===== src/rtl/io_mem_burst_if.sv =====
// Burst request, read-data, write-status and single-beat memory port bundle for io_mem_burst_engine.
interface io_mem_burst_if #(
    parameter int unsigned AWIDTH = 32,
    parameter int unsigned DWIDTH = 32
);
    logic [AWIDTH-1:0] req_read_addr;
    logic              req_read_addr_valid;
    logic              req_read_addr_ready;
    logic [31:0]       req_read_len;
    logic [DWIDTH-1:0] rdata;
    logic              rdata_valid;
    logic              rdata_ready;
    logic [AWIDTH-1:0] req_write_addr;
    logic              req_write_addr_valid;
    logic              req_write_addr_ready;
    logic [31:0]       req_write_len;
    logic [DWIDTH-1:0] req_write_data;
    logic              req_write_data_valid;
    logic              req_write_data_ready;
    logic              resp_write_status;
    logic              resp_write_status_valid;
    logic              resp_write_status_ready;
    logic              mem_req_valid;
    logic              mem_req_ready;
    logic              mem_req_we;
    logic [AWIDTH-1:0] mem_req_addr;
    logic [DWIDTH-1:0] mem_req_wdata;
    logic              mem_resp_valid;
    logic [DWIDTH-1:0] mem_resp_data;

    // Engine view
    modport slave (
        input  req_read_addr, req_read_addr_valid, req_read_len,
        output req_read_addr_ready,
        output rdata, rdata_valid,
        input  rdata_ready,
        input  req_write_addr, req_write_addr_valid, req_write_len,
        output req_write_addr_ready,
        input  req_write_data, req_write_data_valid,
        output req_write_data_ready,
        output resp_write_status, resp_write_status_valid,
        input  resp_write_status_ready,
        output mem_req_valid, mem_req_we, mem_req_addr, mem_req_wdata,
        input  mem_req_ready,
        input  mem_resp_valid, mem_resp_data
    );

    // Compute block + memory view
    modport master (
        output req_read_addr, req_read_addr_valid, req_read_len,
        input  req_read_addr_ready,
        input  rdata, rdata_valid,
        output rdata_ready,
        output req_write_addr, req_write_addr_valid, req_write_len,
        input  req_write_addr_ready,
        output req_write_data, req_write_data_valid,
        input  req_write_data_ready,
        input  resp_write_status, resp_write_status_valid,
        output resp_write_status_ready,
        input  mem_req_valid, mem_req_we, mem_req_addr, mem_req_wdata,
        output mem_req_ready,
        output mem_resp_valid, mem_resp_data
    );
endinterface


===== src/rtl/io_mem_burst_engine.sv =====
// Splits burst read/write requests into single-beat memory ops, one burst at a time.
// Read data returns through a small in-order FIFO bounded by an outstanding-beat credit.
module io_mem_burst_engine #(
    parameter int unsigned AWIDTH          = 32,
    parameter int unsigned DWIDTH          = 32,
    parameter int unsigned MAX_OUTSTANDING = 4
) (
    input  logic          clk,
    input  logic          rst,
    io_mem_burst_if.slave bus
);
    localparam int unsigned STEP = DWIDTH / 8;
    localparam int unsigned IW   = $clog2(MAX_OUTSTANDING);
    localparam int unsigned CW   = IW + 1;

    typedef enum logic [1:0] {IDLE, RD, WR, WR_RESP} state_t;

    state_t            state, state_nxt;
    logic [AWIDTH-1:0] base;
    logic [31:0]       len, issued, delivered;
    logic [CW-1:0]     credit;
    logic [CW-1:0]     wr_ptr, rd_ptr;
    logic [DWIDTH-1:0] fifo_mem [MAX_OUTSTANDING];

    logic              more_issue, fifo_empty, mem_fire, rd_fire, rd_issue_fire;
    logic              rd_acc, wr_acc, push;
    logic [AWIDTH-1:0] beat_addr;
    logic [DWIDTH-1:0] fifo_head;

    assign more_issue    = issued < len;
    assign fifo_empty    = (wr_ptr == rd_ptr);
    assign fifo_head     = fifo_mem[wr_ptr[IW-1:0] == rd_ptr[IW-1:0] ? rd_ptr[IW-1:0] : rd_ptr[IW-1:0]];
    assign beat_addr     = base + AWIDTH'(issued * STEP);
    assign mem_fire      = bus.mem_req_valid & bus.mem_req_ready;
    assign rd_issue_fire = mem_fire & ~bus.mem_req_we;
    assign rd_fire       = bus.rdata_valid & bus.rdata_ready;
    assign rd_acc        = bus.req_read_addr_valid & bus.req_read_addr_ready;
    assign wr_acc        = bus.req_write_addr_valid & bus.req_write_addr_ready;
    assign push          = (state == RD) & bus.mem_resp_valid;

    // State register
    always_ff @(posedge clk or posedge rst) begin
        if (rst) state <= IDLE;
        else     state <= state_nxt;
    end

    // Next-state logic
    always_comb begin
        state_nxt = state;
        unique case (state)
            IDLE: begin
                if (rd_acc)      state_nxt = (bus.req_read_len != 32'd0) ? RD : IDLE;
                else if (wr_acc) state_nxt = (bus.req_write_len != 32'd0) ? WR : WR_RESP;
            end
            RD:      if (rd_fire && (delivered == len - 32'd1)) state_nxt = IDLE;
            WR:      if (mem_fire && (issued == len - 32'd1))   state_nxt = WR_RESP;
            WR_RESP: if (bus.resp_write_status_ready)           state_nxt = IDLE;
        endcase
    end

    // Outputs; everything is held at zero while reset is asserted
    always_comb begin
        bus.req_read_addr_ready     = 1'b0;
        bus.req_write_addr_ready    = 1'b0;
        bus.req_write_data_ready    = 1'b0;
        bus.rdata                   = '0;
        bus.rdata_valid             = 1'b0;
        bus.resp_write_status       = 1'b0;
        bus.resp_write_status_valid = 1'b0;
        bus.mem_req_valid           = 1'b0;
        bus.mem_req_we              = 1'b0;
        bus.mem_req_addr            = '0;
        bus.mem_req_wdata           = '0;
        if (!rst) begin
            unique case (state)
                IDLE: begin
                    bus.req_read_addr_ready  = 1'b1;
                    bus.req_write_addr_ready = ~bus.req_read_addr_valid;
                end
                RD: begin
                    bus.mem_req_valid = more_issue & (credit < CW'(MAX_OUTSTANDING));
                    bus.mem_req_addr  = beat_addr;
                    bus.rdata_valid   = ~fifo_empty;
                    bus.rdata         = fifo_empty ? '0 : fifo_head;
                end
                WR: begin
                    bus.mem_req_valid        = bus.req_write_data_valid & more_issue;
                    bus.mem_req_we           = 1'b1;
                    bus.mem_req_addr         = beat_addr;
                    bus.mem_req_wdata        = bus.req_write_data;
                    bus.req_write_data_ready = bus.mem_req_ready & more_issue;
                end
                WR_RESP: begin
                    bus.resp_write_status_valid = 1'b1;
                    bus.resp_write_status       = 1'b1;
                end
            endcase
        end
    end

    // Burst counters, credit and return-FIFO pointers
    always_ff @(posedge clk or posedge rst) begin
        if (rst) begin
            base      <= '0;
            len       <= '0;
            issued    <= '0;
            delivered <= '0;
            credit    <= '0;
            wr_ptr    <= '0;
            rd_ptr    <= '0;
        end else begin
            if (rd_acc || wr_acc) begin
                base      <= rd_acc ? bus.req_read_addr : bus.req_write_addr;
                len       <= rd_acc ? bus.req_read_len : bus.req_write_len;
                issued    <= '0;
                delivered <= '0;
                credit    <= '0;
            end else begin
                if (mem_fire) issued    <= issued + 32'd1;
                if (rd_fire)  delivered <= delivered + 32'd1;
                case ({rd_issue_fire, rd_fire})
                    2'b10:   credit <= credit + CW'(1);
                    2'b01:   credit <= credit - CW'(1);
                    default: ;
                endcase
            end
            if (push)    wr_ptr <= wr_ptr + CW'(1);
            if (rd_fire) rd_ptr <= rd_ptr + CW'(1);
        end
    end

    // Return FIFO storage; contents are only observed through the pointers
    always_ff @(posedge clk) begin
        if (push) fifo_mem[wr_ptr[IW-1:0]] <= bus.mem_resp_data;
    end
endmodule


===== src/flat_wrapper.sv =====
// flat-port wrapper written by rule: the top's interface ports become plain ports
module io_mem_burst_engine_flat 
#(
    parameter int unsigned AWIDTH          = 32,
    parameter int unsigned DWIDTH          = 32,
    parameter int unsigned MAX_OUTSTANDING = 4
)
  (clk, rst, bus_req_read_addr, bus_req_read_addr_valid, bus_req_read_len, bus_req_read_addr_ready, bus_rdata, bus_rdata_valid, bus_rdata_ready, bus_req_write_addr, bus_req_write_addr_valid, bus_req_write_len, bus_req_write_addr_ready, bus_req_write_data, bus_req_write_data_valid, bus_req_write_data_ready, bus_resp_write_status, bus_resp_write_status_valid, bus_resp_write_status_ready, bus_mem_req_valid, bus_mem_req_we, bus_mem_req_addr, bus_mem_req_wdata, bus_mem_req_ready, bus_mem_resp_valid, bus_mem_resp_data);
  io_mem_burst_if #(.AWIDTH(AWIDTH), .DWIDTH(DWIDTH)) bus_i ();
  input  logic clk;
  input  logic rst;
  input wire logic [$bits(bus_i.req_read_addr)-1:0] bus_req_read_addr;
  input wire logic [$bits(bus_i.req_read_addr_valid)-1:0] bus_req_read_addr_valid;
  input wire logic [$bits(bus_i.req_read_len)-1:0] bus_req_read_len;
  output wire logic [$bits(bus_i.req_read_addr_ready)-1:0] bus_req_read_addr_ready;
  output wire logic [$bits(bus_i.rdata)-1:0] bus_rdata;
  output wire logic [$bits(bus_i.rdata_valid)-1:0] bus_rdata_valid;
  input wire logic [$bits(bus_i.rdata_ready)-1:0] bus_rdata_ready;
  input wire logic [$bits(bus_i.req_write_addr)-1:0] bus_req_write_addr;
  input wire logic [$bits(bus_i.req_write_addr_valid)-1:0] bus_req_write_addr_valid;
  input wire logic [$bits(bus_i.req_write_len)-1:0] bus_req_write_len;
  output wire logic [$bits(bus_i.req_write_addr_ready)-1:0] bus_req_write_addr_ready;
  input wire logic [$bits(bus_i.req_write_data)-1:0] bus_req_write_data;
  input wire logic [$bits(bus_i.req_write_data_valid)-1:0] bus_req_write_data_valid;
  output wire logic [$bits(bus_i.req_write_data_ready)-1:0] bus_req_write_data_ready;
  output wire logic [$bits(bus_i.resp_write_status)-1:0] bus_resp_write_status;
  output wire logic [$bits(bus_i.resp_write_status_valid)-1:0] bus_resp_write_status_valid;
  input wire logic [$bits(bus_i.resp_write_status_ready)-1:0] bus_resp_write_status_ready;
  output wire logic [$bits(bus_i.mem_req_valid)-1:0] bus_mem_req_valid;
  output wire logic [$bits(bus_i.mem_req_we)-1:0] bus_mem_req_we;
  output wire logic [$bits(bus_i.mem_req_addr)-1:0] bus_mem_req_addr;
  output wire logic [$bits(bus_i.mem_req_wdata)-1:0] bus_mem_req_wdata;
  input wire logic [$bits(bus_i.mem_req_ready)-1:0] bus_mem_req_ready;
  input wire logic [$bits(bus_i.mem_resp_valid)-1:0] bus_mem_resp_valid;
  input wire logic [$bits(bus_i.mem_resp_data)-1:0] bus_mem_resp_data;
  assign bus_i.req_read_addr = bus_req_read_addr;
  assign bus_i.req_read_addr_valid = bus_req_read_addr_valid;
  assign bus_i.req_read_len = bus_req_read_len;
  assign bus_req_read_addr_ready = bus_i.req_read_addr_ready;
  assign bus_rdata = bus_i.rdata;
  assign bus_rdata_valid = bus_i.rdata_valid;
  assign bus_i.rdata_ready = bus_rdata_ready;
  assign bus_i.req_write_addr = bus_req_write_addr;
  assign bus_i.req_write_addr_valid = bus_req_write_addr_valid;
  assign bus_i.req_write_len = bus_req_write_len;
  assign bus_req_write_addr_ready = bus_i.req_write_addr_ready;
  assign bus_i.req_write_data = bus_req_write_data;
  assign bus_i.req_write_data_valid = bus_req_write_data_valid;
  assign bus_req_write_data_ready = bus_i.req_write_data_ready;
  assign bus_resp_write_status = bus_i.resp_write_status;
  assign bus_resp_write_status_valid = bus_i.resp_write_status_valid;
  assign bus_i.resp_write_status_ready = bus_resp_write_status_ready;
  assign bus_mem_req_valid = bus_i.mem_req_valid;
  assign bus_mem_req_we = bus_i.mem_req_we;
  assign bus_mem_req_addr = bus_i.mem_req_addr;
  assign bus_mem_req_wdata = bus_i.mem_req_wdata;
  assign bus_i.mem_req_ready = bus_mem_req_ready;
  assign bus_i.mem_resp_valid = bus_mem_resp_valid;
  assign bus_i.mem_resp_data = bus_mem_resp_data;
  io_mem_burst_engine #(.AWIDTH(AWIDTH), .DWIDTH(DWIDTH), .MAX_OUTSTANDING(MAX_OUTSTANDING)) u_core (.clk(clk), .rst(rst), .bus(bus_i));
endmodule

===== config.mk =====
export PLATFORM = sky130hd
export DESIGN_NAME = io_mem_burst_engine_flat
export DESIGN_NICKNAME = d
export VERILOG_FILES = /design/src/rtl/io_mem_burst_if.sv /design/src/rtl/io_mem_burst_engine.sv /design/src/flat_wrapper.sv
export SDC_FILE = /design/constraint.sdc
export NUM_CORES = 1
export LEC_CHECK = 0
export BUFFER_PORTS_ARGS = -buffer_cell sky130_fd_sc_hd__clkbuf_2
export CORE_MARGIN = 1
export CORE_UTILIZATION = 55
export CTS_BUF_LIST = sky130_fd_sc_hd__clkbuf_4 sky130_fd_sc_hd__clkbuf_8 sky130_fd_sc_hd__clkbuf_16
export CTS_CLUSTER_SIZE = 10
export DETAILED_ROUTE_END_ITERATION = 8
export PLACE_DENSITY = 0.8
export SETUP_SLACK_MARGIN = 0.1
export SLEW_MARGIN = 20
export SYNTH_ARGS = -nofsm -noshare
export SYNTH_HDL_FRONTEND = slang
export SYNTH_SLANG_ARGS = --single-unit

===== constraint.sdc =====
create_clock -name clk -period 13.56 [get_ports clk]
set_input_delay 0.678 -clock clk [delete_from_list [all_inputs] [get_ports clk]]
set_output_delay 0.678 -clock clk [all_outputs]
set_load 0.01 [all_outputs]

== After elaboration in Yosys (flattened, before gate mapping) ==
Memories as Yosys holds them, arrays and structs flattened.
Index checks and enable logic that the tools add are counted.
Storage, ports and cells
  register bits after elaboration: 139
  bits in latches: 0
  RAM bits: 128
  ROM bits: 0
  memories kept: 1
Memory list
  u_core.fifo_mem: depth 4, bits a word 32, read ports 1, clocked after Yosys merged registers in 0, wr ports 1, RTL line io_mem_burst_engine.sv:23  | logic [DWIDTH-1:0] fifo_mem [MAX_OUTSTANDING];
Operators by class
  add/sub/neg operators: 8
  $mul: 0
  divide/modulo/power cells: 0
  $lt $le $gt $ge: 2
  equal/unequal tests: 12
  shifts and indexed selects: 0
  mux-type cells: 39
  bitwise logic cells: 12
  reductions and logical operators: 11
Operator list (number)
  $mux 32: 13
  $add 32x1->32 const B: 2
  $eq 32x32->1: 2
  $reduce_bool 32->1: 2
  $add 32x32->32: 1
  $lt 32x32->1: 1
  $sub 32x1->32 const B: 1
  $mux 1: 17
  $mux 2: 5
  $add 3x1->3 const B: 3
  $and 1x1->1: 9
  $pmux 2 s4: 1
  $eq 2x2->1 const B: 3
  $pmux 3 s2: 1
  $eq 2x1->1 const B: 2
  $ne 2x2->1 const B: 2
  $reduce_and 4->1: 1
  $reduce_bool 2->1: 2
  $eq 3x3->1: 1
  $lt 3x3->1 const B: 1
  $mux 3: 1
  $ne 3x1->1 const B: 1
  $not 1->1: 3
  $reduce_bool 3->1: 1
  other kinds (7): 8

== Depth between registers and ports, before layout ==
Gate-level depths: netlist (run 1).
  depth after elaboration: 9
  depth in mapped cells: 16
  gate-level depth less buffers: 14

== Worst setup path before layout (run 1) ==
Ideal clock, no wire load.
  path kind: in2reg
  start: input rst
  end: register u_core.credit[2]
  library setup time: 0.132 ns
  arrival time: 6.333 ns
  slack: 7.095 ns
  stages: 13
  path buffers: 1
  cells stage by stage: inv_1 nand2_1 nor2_1 nand3b_1 or3_1 clkbuf_1 or2_2 ha_1 fa_1 xnor2_1 nor2_1 xnor2_1 nor2_1
Between the ends
  word-level cells in the longest chain between the ends: 6
  elaborated cells on any way between the ends: 17
  those cells by class: eq/ne (2); mux (7); bitwise (6); reduce/logical (2)
RTL lines
  start: declaration: RTL line flat_wrapper.sv:11  | input logic rst;
  $mux 1: RTL line io_mem_burst_engine.sv:74  | if (!rst) begin
  $and 1x1->1 or $not 1->1 (tied branches): RTL line io_mem_burst_engine.sv:34, io_mem_burst_engine.sv:35
  $and 1x1->1: RTL line io_mem_burst_engine.sv:35  | assign rd_issue_fire = mem_fire & ~bus.mem_req_we;
  $eq 2x1->1 or $eq 2x2->1 (tied branches): RTL line io_mem_burst_engine.sv:121  | case ({rd_issue_fire, rd_fire})
  $pmux 3 s2: RTL line io_mem_burst_engine.sv:121
  $mux 3: RTL line io_mem_burst_engine.sv:112  | if (rd_acc || wr_acc) begin
  end signal: assignment: RTL line io_mem_burst_engine.sv:122  | 2'b10: credit <= credit + CW'(1);
  end signal: assignment: RTL line io_mem_burst_engine.sv:123  | 2'b01: credit <= credit - CW'(1);
  end: declaration: RTL line io_mem_burst_engine.sv:21  | logic [CW-1:0] credit;
Parallel ways exist; a longest one is shown, timed or not.
A chain may end at the register's enable or synchronous reset.

== Final worst setup path (run 1) ==
  start: register u_core.issued[1]
  end: output bus_mem_req_addr[31]
Between the ends
  word-level cells in the longest chain between the ends: 3
RTL lines
  start: declaration: RTL line io_mem_burst_engine.sv:20  | logic [31:0] len, issued, delivered;
  start signal: assignment: RTL line io_mem_burst_engine.sv:119  | if (mem_fire) issued <= issued + 32'd1;
  $add 32x32->32: RTL line io_mem_burst_engine.sv:33  | assign beat_addr = base + AWIDTH'(issued * STEP);
  $mux 32: RTL line io_mem_burst_engine.sv:75  | unique case (state)
  $mux 32: RTL line io_mem_burst_engine.sv:74
  end: declaration: RTL line flat_wrapper.sv:31  | output wire logic [$bits(bus_i.mem_req_addr)-1:0] bus_mem_req_addr;
No other way between the ends.

==> flow_summary.json, run 1 <==
{
  "peakVddDrop_mv": 0.139,
  "dieArea_sq_um": 30400,
  "fin_skew_ns": 0.0117,
  "ys.warnings.count": 0,
  "dpl_cell_area_sq_um": 18100,
  "gr-total-overflow": 0,
  "async_flop_share_pct": 52.1,
  "clk_latency_ns": 0.56,
  "post_cts_buffers": 0,
  "crit_fanout": 7,
  "worst_setup_path_start_kind": "flip-flop",
  "grt_pass1_vias": 13800,
  "vias": 14200,
  "via_per_inst": 6.05,
  "worstPathRequired_ns": 12.88,
  "maxCapViolations": 0,
  "worstSetupPathType": "flip-flop to primary output",
  "synth_top_area_share_pct": 23.6,
  "routed_wl_microns": 49000,
  "synth_seq_cells": 267,
  "hold_class": "primary input to asynchronous set/reset pin",
  "drt_iter0_markers": 1341,
  "fmax_mhz": 217,
  "post_cts_resized": 0,
  "yosys.area.top_type": "edfxtp_1",
  "drive_gt1_share_pct": 22.4,
  "start_util_pct": 56.4,
  "postLayoutCellArea_sq_um": 19100,
  "rows": 62,
  "drc": 0,
  "diodes": 0,
  "ios": 305,
  "drv_slew": 0,
  "cp.arrival_ns": 3.93,
  "drt_pre_antenna_iters": 5,
  "fin_nets": 2210,
  "synthesis.area_sq_um": 16300,
  "worst_slew_pin_slew_ns": 1.05,
  "gr-usage-all-layers_pct": 32.1,
  "ant_nets": 0,
  "numCtsBuffers": 31,
  "yosysUniqueCellTypes": 79,
  "status": "complete, no violations",
  "grt_pass1_wl_microns": 76500,
  "tns_ns": 0,
  "routedWlPerCell_microns": 20.9,
  "clockRootBuffer": "clkbuf_16",
  "port_buffers": 304,
  "ys.flop_type": "dfrtp_1",
  "die_y_microns": 174,
  "leakage_nw": 8.24,
  "synth.area.top_cells": "edfxtp_1, dfrtp_1, ha_1",
  "hold_viol_final": 0,
  "cts.sinks": 267,
  "relSlewSlack_pct": 29.1,
  "seq_area_frac_synth_pct": 44.9,
  "syn_to_final_growth_pct": 17.1,
  "synth-edff-count": 128,
  "hpwl_microns": 36400,
  "power.density_nw_per_um2": 172,
  "postSynthCellCount": 1665,
  "rsz0062_at_grt": "no",
  "antenna_found_initial": 0,
  "min_period_ns": 4.60,
  "cts_max_level": 1,
  "core_sq_um": 28900,
  "setup_viol": 0,
  "synth_nets": 1943,
  "cts_hold_buf": 0,
  "routabilityCongestion": 1.03,
  "end_kind": "primary output",
  "cts_tree": "yes",
  "fin_crit_sh_pct": 34.0,
  "synth.most_common_cell": "nand2_1",
  "cts_buffer_depth": 3,
  "synth.avg_cell_area_sq_um": 9.80,
  "fillCellCount": 2257,
  "grt_max_degree": 99,
  "clk_pin_slew_ns": 0.06,
  "ys_top_cells_by_count": "nand2_1, nor2_1, dfrtp_1, edfxtp_1, xnor2_1",
  "die_w_microns": 174
}
final timing paths:
kind                                         startpoint                               end  slack (ns)  depth (start not counted)
setup / recovery           u_core.issued[1]$_DFFE_PP0P_              bus_mem_req_addr[31]        8.96                         11
hold / removal                                      rst   u_core.delivered[5]$_DFFE_PP0P_        0.29                          2
setup reg to reg             u_core.len[10]$_DFFE_PP0N_       u_core.state[1]$_DFFE_PP0P_        9.24                          9
hold reg to reg            u_core.wr_ptr[2]$_DFFE_PP0P_      u_core.wr_ptr[2]$_DFFE_PP0P_        0.50                          1
max in group asynchronous                           rst        u_core.len[22]$_DFFE_PP0N_       12.03                          4
min in group clk                  bus_mem_resp_data[31]  u_core.fifo_mem[1][31]$_DFFE_PP_        0.33                          1
area by class of cell:
type                    instances  area [sq um]  area share, %
repair buffers                322          1670           8.73
inverters                      67           256           1.34
flip-flops and latches        267          7320           38.3
clock inverters                 2          13.8         0.0720
well taps                     384           480           2.51
clock buffers                  54           961           5.03
multi-input cells            1243          8400           44.0
kinds of logic after synthesis:
| family | count (synthesis) | share of synthesized area [%] |
|---|---|---|
| flops | 267 | 44.9 |
| compound gates | 269 | 10.7 |
| buf+inv | 155 | 3.74 |
| xor+xnor | 142 | 7.87 |
| fa+ha+maj | 77 | 6.00 |
| mux | 42 | 5.07 |
| simple gates | 713 | 21.7 |
routing by layer:
metal	wire, microns	up-vias	track usage (%)
met5	0	-	0
met4	1370	0	9.50
met3	3830	89	5.51
met2	23800	697	54.6
met1	20000	6812	42.1
li1	-	6552	-
report_power, final:
part	leakage (nW)	switching, mW	internal, mW
clock network	0.501	0.313	0.476
logic	4.84	0.748	0.546
registers	2.89	0.210	0.999
sequential cells by signal, summed over array words and instances, names as in the netlist:
register / cells
u_core.fifo_mem: 128
u_core.base: 32
u_core.credit: 3
u_core.state: 2
u_core.wr_ptr: 3
u_core.issued: 32
u_core.len: 32
u_core.delivered: 32
u_core.rd_ptr: 3
worst max-delay path: stages, from the launching register on:
cell	delay [ns]
dfrtp_1	0.51
ha_1	0.36
a211oi_1	0.33
o21ai_0	0.17
a31oi_1	0.32
o21bai_1	0.23
o221a_2	0.35
a211o_1	0.30
a41oi_1	0.32
a21oi_1	0.13
mux2i_1	0.18
clkbuf_2	0.16
placed cells by master, fill, tap and decap left out, types with 36 or more instances in the layout:
| master | netlist | final |
|---|---|---|
| clkbuf_2 | 0 | 304 |
| nand2_1 | 202 | 201 |
| nor2_1 | 188 | 187 |
| dfrtp_1 | 139 | 138 |
| edfxtp_1 | 128 | 128 |
| xnor2_1 | 88 | 88 |
| ha_1 | 75 | 75 |
| a31oi_1 | 71 | 71 |
| inv_1 | 67 | 66 |
| a21oi_1 | 61 | 61 |
| xor2_1 | 51 | 51 |
| nor3_1 | 46 | 46 |
| and2_1 | 42 | 42 |
| o21ai_0 | 40 | 40 |
| nand3_1 | 38 | 38 |
| nor2b_1 | 37 | 36 |
stage by stage:
stage / std cells / hold slack, ns / power (mW) / utilization, % / worst slack, ns
2_1_floorplan: 1665 / 0.462 / 2.07 / - / 7.10
3_3_place_gp: 2282 / 0.476 / 2.46 / 62.6 / 9.26
3_5_place_dp: 2282 / 0.482 / 2.49 / 62.6 / 9.32
4_1_cts: 2338 / 0.301 / 3.29 / 66.0 / 8.99
5_1_grt: 2339 / 0.322 / 3.48 / 66.0 / 8.73
6_report: 2339 / 0.290 / 3.29 / 66.0 / 8.96
Power figures use the tool's default switching activity.
==> run 2, diff against run 1 <==
Settings changed: ABC_AREA set to 1, CORE_UTILIZATION 55 to 52, PLACE_DENSITY 0.8 to 0.79.
Clock period 13.56 ns to 3.9 ns, I/O delays scaled along.
==> flow_summary.json, run 2 <==
{
  "worst_path_max_delay_cell": "fa_1",
  "hold_class": "primary input to flip-flop",
  "drt_iter0_markers": 1738,
  "drv_slew": 0,
  "cts.sinks": 267,
  "path_common_cell": "o21ai_1",
  "setup_viol": 0,
  "syn_to_final_growth_pct": 25.5,
  "cts_max_level": 2,
  "numCtsBuffers": 34,
  "drt_pre_antenna_iters": 6,
  "synth_seq_cells": 267,
  "worstPathRequired_ns": 3.70,
  "synth_nets": 2495,
  "cp.arrival_ns": 3.35,
  "ios": 305,
  "clk_latency_ns": 0.53,
  "rows": 65,
  "synth-edff-count": 128,
  "routabilityCongestion": 1.05,
  "synth.most_common_cell": "nor2_1",
  "gr-usage-all-layers_pct": 34.0,
  "synth.avg_cell_area_sq_um": 7.59,
  "fin_crit_sh_pct": 90.8,
  "ys_top_cells_by_count": "nor2_1, nand2_1, o21ai_0, inv_1, a21oi_1",
  "worst_setup_path_start_kind": "flip-flop",
  "relSlewSlack_pct": 38.1,
  "port_buffers": 304,
  "setup_slack_ns": 0.360,
  "die_w_microns": 182,
  "vias": 17500,
  "hold_ws_ns": -0.00123,
  "rsz0062_at_grt": "no",
  "fin_nets": 2907,
  "fmax_mhz": 282,
  "cts_tree": "yes",
  "via_per_inst": 5.72,
  "dieArea_sq_um": 33100,
  "antenna_found_initial": 0,
  "final_common_cell": "nor2_1",
  "crit_fanout": 5,
  "hold_viol_final": 2,
  "gr-total-overflow": 0,
  "ant_nets": 0,
  "violations": "hold timing",
  "postSynthCellCount": 2217,
  "peakVddDrop_mv": 0.417,
  "ys.warnings.count": 0,
  "synth.area.top_cells": "edfxtp_1, dfrtp_1, nor2_1",
  "die_y_microns": 182,
  "drive_gt1_share_pct": 16.7,
  "worstSetupPathType": "flip-flop to primary output",
  "post_cts_buffers": 0,
  "seq_area_frac_synth_pct": 43.5,
  "worst_slew_pin_slew_ns": 0.928,
  "routedWlPerCell_microns": 18.5,
  "power.density_nw_per_um2": 591,
  "start_util_pct": 53.1,
  "largest_register_ffs": 128,
  "end_kind": "primary output",
  "ys.flop_type": "dfrtp_1",
  "hpwl_microns": 40100,
  "routed_wl_microns": 56500,
  "min_period_ns": 3.54,
  "clockRootBuffer": "clkbuf_16",
  "final_cell_mix": "nor2_1, nand2_1, clkbuf_2",
  "max_stage_delay_ns": 0.41,
  "grt_pass1_wl_microns": 88200,
  "dpl_worst_slack_ns": 0.900,
  "core_sq_um": 31700,
  "synthesis.area_sq_um": 16800,
  "synth_top_area_share_pct": 22.8,
  "tns_ns": 0,
  "path_cells": "ha_1 -> fa_1 -> nand2_1 -> nand2_1 -> o21ai_1 -> inv_1 -> a21oi_1 -> o21ai_1 -> a21oi_2 -> o21ai_1 -> a21oi_1 -> o21ai_1 -> a21oi_1 -> clkbuf_2",
  "clk_pin_slew_ns": 0.06,
  "grt_pass1_vias": 16700,
  "cts_buffer_depth": 3,
  "status": "complete, but fails checks",
  "leakage_nw": 9.69,
  "drc": 0,
  "async_flop_share_pct": 52.1,
  "yosys.area.top_type": "edfxtp_1",
  "maxCapViolations": 0,
  "fin_skew_ns": 0.0164,
  "grt_max_degree": 71,
  "yosysUniqueCellTypes": 48
}
==> run 2: cell types whose count changed after synthesis, moves of 15 or more <==
cell / delta
clkbuf_1: -15
o21ai_0: +191
and3_1: -20
nand3_1: +85
nor2b_1: -37
a21oi_1: +83
nor2_1: +243
inv_1: +117
mux4_2: -32
xnor2_1: -82
nand2_1: +215
a31oi_1: -62
and2_1: -42
o22ai_1: +31
==> run 2: layout make-up <==
type / instances / area [sq um]
Multi-Input combinational cell: 1686 / 8530
Inverter: 191 / 723
Timing Repair Buffer: 449 / 2920
Antenna cell: 1 / 2.50
Clock buffer: 54 / 1020
Fill cell: 2597 / 10600
Clock inverter: 5 / 97.6
Tap cell: 402 / 503
Sequential cell: 267 / 7320
==> run 2: cells by family after synthesis <==
| group | Yosys count | share of synthesized area, % |
|---|---|---|
| DFF | 267 | 43.5 |
| and+or+nand+nor | 1111 | 28.1 |
| xor gates and xnor gates | 43 | 2.24 |
| buffers and inverters | 264 | 6.03 |
| muxes | 1 | 0.0595 |
| adders and majority gates | 77 | 5.81 |
| AOI/OAI and AO/OA | 454 | 14.3 |
==> run 2: worst paths after layout <==
kind,from,to,slack (ns),cells past startpoint
worst max-delay path,u_core.issued[0]$_DFFE_PP0P_,bus_mem_req_addr[28],0.36,14
worst min-delay path,bus_req_read_len[17],u_core.len[17]$_DFFE_PP0N_,-0.001,3
worst max register to register,u_core.len[27]$_DFFE_PP0N_,u_core.issued[27]$_DFFE_PP0P_,0.76,16
worst min register to register,u_core.wr_ptr[2]$_DFFE_PP0P_,u_core.wr_ptr[2]$_DFFE_PP0P_,0.49,1
max in group asynchronous,rst,u_core.base[10]$_DFFE_PP0N_,2.60,4
min in group asynchronous,rst,u_core.rd_ptr[2]$_DFFE_PP0P_,0.14,3
==> run 2: power by group <==
group          internal, mW  switching, mW  leakage (nW)
combinational          1.91           3.52          6.16
sequential             3.43          0.518          2.97
clock                  1.88           1.23         0.562
==> run 2: what timing repair did <==
action,4_1_cts,5_1_grt
setup endpoints to repair,0,1
endpoints found under the hold margin,194,0
resized for setup,0,1
hold buffers,120,0
==> run 2: critical path, delay by kind of cell, from the launching register on <==
kind	cells	cell delay (ns)
and+or+nand+nor	2	0.14
DFF	1	0.40
buffers and inverters	2	0.25
AOI/OAI and AO/OA	8	1.38
adders and majority gates	2	0.64
==> run 2: metrics by stage <==
| step | power (mW) | hold slack (ns) | cell area, sq um | std cells | utilization, % |
|---|---|---|---|---|---|
| global placement | 8.76 | 0.116 | 18800 | 2875 | 59.3 |
| finish | 12.5 | -0.00123 | 21100 | 3055 | 66.6 |
| CTS | 12.3 | 0.00155 | 21100 | 3054 | 66.6 |
| global route | 13.3 | 0.00735 | 21100 | 3054 | 66.6 |
| detailed placement | 8.88 | 0.123 | 18800 | 2875 | 59.3 |
| floorplan | 7.28 | 0.294 | 16800 | 2217 | - |
==> run 2: routing by layer <==
layer	vias to the layer above	part of all wire [%]	track usage (%)
met1	8092	41	46.5
met3	145	9.2	5.15
li1	8299	-	-
met5	-	0	0
met2	936	46	54.6
met4	0	3.9	13.4
==> run 3, diff against run 2 <==
Settings changed: RECOVER_POWER set to 50.
==> flow_summary.json, run 3 (synthesis gave the netlist of run 2 again) <==
{
  "worstSetupPathType": "flip-flop to primary output",
  "rr_startpoint": "u_core.state[1]$_DFFE_PP0P_",
  "status": "complete, but fails checks",
  "peakVddDrop_mv": 0.412,
  "final_common_cell": "nor2_1",
  "drt_pre_antenna_iters": 6,
  "maxCapViolations": 6,
  "cp.arrival_ns": 3.33,
  "ant_nets": 0,
  "cts_max_level": 2,
  "worst_path_max_delay_cell": "fa_1",
  "relSlewSlack_pct": -50.7,
  "clk_latency_ns": 0.53,
  "dpl_worst_slack_ns": 0.900,
  "routed_wl_microns": 56600,
  "setup_viol": 0,
  "drv_slew": 265,
  "end_kind": "primary output",
  "worstPathRequired_ns": 3.70,
  "cts_buffer_depth": 3,
  "drive_gt1_share_pct": 15.0,
  "rsz0062_at_grt": "no",
  "start_util_pct": 53.1,
  "port_buffers": 304,
  "grt_pass1_vias": 16700,
  "leakage_nw": 9.56,
  "setup_slack_ns": 0.372,
  "hold_viol_final": 0,
  "fin_crit_sh_pct": 90.5,
  "fin_skew_ns": 0.0190,
  "max_stage_delay_ns": 0.41,
  "worst_r2r_path_depth": 5,
  "grt_pass1_wl_microns": 88200,
  "min_period_ns": 3.53,
  "final_util_pct": 66.4,
  "cts.sinks": 267,
  "routedWlPerCell_microns": 18.5,
  "cts_tree": "yes",
  "path_cells": "ha_1 -> fa_1 -> nand2_1 -> nand2_1 -> o21ai_1 -> inv_1 -> a21oi_1 -> o21ai_1 -> a21oi_2 -> o21ai_1 -> a21oi_1 -> o21ai_1 -> a21oi_1 -> clkbuf_2",
  "rows": 65,
  "power.density_nw_per_um2": 592,
  "postLayoutCellArea_sq_um": 21100,
  "core_sq_um": 31700,
  "antenna_found_initial": 0,
  "clockRootBuffer": "clkbuf_16",
  "via_per_inst": 5.72,
  "numCtsBuffers": 34,
  "violations": "capacitance limit, slew limit",
  "routabilityCongestion": 1.05,
  "hpwl_microns": 40100,
  "gr-total-overflow": 0,
  "drt_iter0_markers": 1714,
  "vias": 17500,
  "post_cts_buffers": 0,
  "largest_register_ffs": 128,
  "worstSetupEndpoint": "bus_mem_req_addr[28]",
  "holdPathStages": 3,
  "gr-usage-all-layers_pct": 34.0,
  "dp.cells": 2875,
  "hold_class": "primary input to flip-flop",
  "die_y_microns": 182,
  "dpl_cell_area_sq_um": 18800,
  "crit_fanout": 5,
  "syn_to_final_growth_pct": 25.0,
  "worst_setup_path_start_kind": "flip-flop",
  "rr_endpoint": "u_core.fifo_mem[3][12]$_DFFE_PP_",
  "fmax_mhz": 283,
  "ios": 305,
  "path_common_cell": "o21ai_1",
  "dieArea_sq_um": 33100,
  "regToRegSetupSlack_ns": 0.61,
  "die_w_microns": 182,
  "grt_max_degree": 71,
  "drc": 0,
  "crit_path_start": "u_core.issued[0]$_DFFE_PP0P_",
  "tns_ns": 0,
  "clk_pin_slew_ns": 0.06,
  "final_cell_mix": "nor2_1, nand2_1, clkbuf_2",
  "fin_nets": 2907,
  "instances_no_fill": 3055,
  "worst_slew_pin_slew_ns": 2.26
}
## run 3: cell count changes in the layout (fill, tap and decap cells not counted), sizes merged
cell,previous run,this run
clkbuf,358,364
buf,25,19
## run 3: worst min path at each step
stage,start,endpoint,slack [ns]
after floorplan,bus_mem_resp_data[0],u_core.fifo_mem[0][0]$_DFFE_PP_,0.29
after global placement,rst,u_core.wr_ptr[2]$_DFFE_PP0P_,0.12
after detailed placement,rst,u_core.rd_ptr[2]$_DFFE_PP0P_,0.12
after CTS,bus_req_write_addr[5],u_core.base[5]$_DFFE_PP0N_,0.002
after global routing,bus_req_read_len[17],u_core.len[17]$_DFFE_PP0N_,0.007
final,bus_req_write_addr[8],u_core.base[8]$_DFFE_PP0N_,0.001
## run 3: through the flow
stage          hold WS [ns]  power (mW)
4_1_cts             0.00155        12.3
5_1_grt             0.00735        13.3
6_report            0.00148        12.5
3_5_place_dp          0.123        8.88
3_3_place_gp          0.116        8.76
2_1_floorplan         0.294        7.28
## run 3: where the power goes
part	leakage, nW	switching, mW	internal [mW]
logic	6.02	3.52	1.90
registers	2.97	0.518	3.43
clock network	0.562	1.23	1.88
total	9.56	5.26	7.21
## run 3: critical path, delay by kind of cell (launching register included)
| family | cells | cell delay (ns) |
|---|---|---|
| adder cells (fa/ha/maj) | 2 | 0.64 |
| flip-flops | 1 | 0.40 |
| AND/OR/NAND/NOR | 2 | 0.14 |
| AO/OA/AOI/OAI | 8 | 1.37 |
| buffers and inverters | 2 | 0.25 |
## run 3: repair_timing
item / in CTS / in global routing
resized for setup: 0 / 1
hold buffers: 120 / 0
setup endpoints to repair: 0 / 1
hold endpoints to repair: 194 / 0
## run 3: cell type report
| type | instances | area (sq um) |
|---|---|---|
| Sequential cell | 267 | 7320 |
| Tap cell | 402 | 503 |
| Clock inverter | 5 | 97.6 |
| Fill cell | 2637 | 10700 |
| Inverter | 191 | 723 |
| Multi-Input combinational cell | 1686 | 8530 |
| Timing Repair Buffer | 449 | 2850 |
| Antenna cell | 1 | 2.50 |
| Clock buffer | 54 | 1020 |
## run 3: layer usage
metal	track usage, %	vias to the layer above	wire (microns)
li1	-	8304	-
met3	5.15	154	5040
met4	13.4	0	2180
met2	54.6	911	25900
met1	46.5	8103	23500
met5	0	-	0
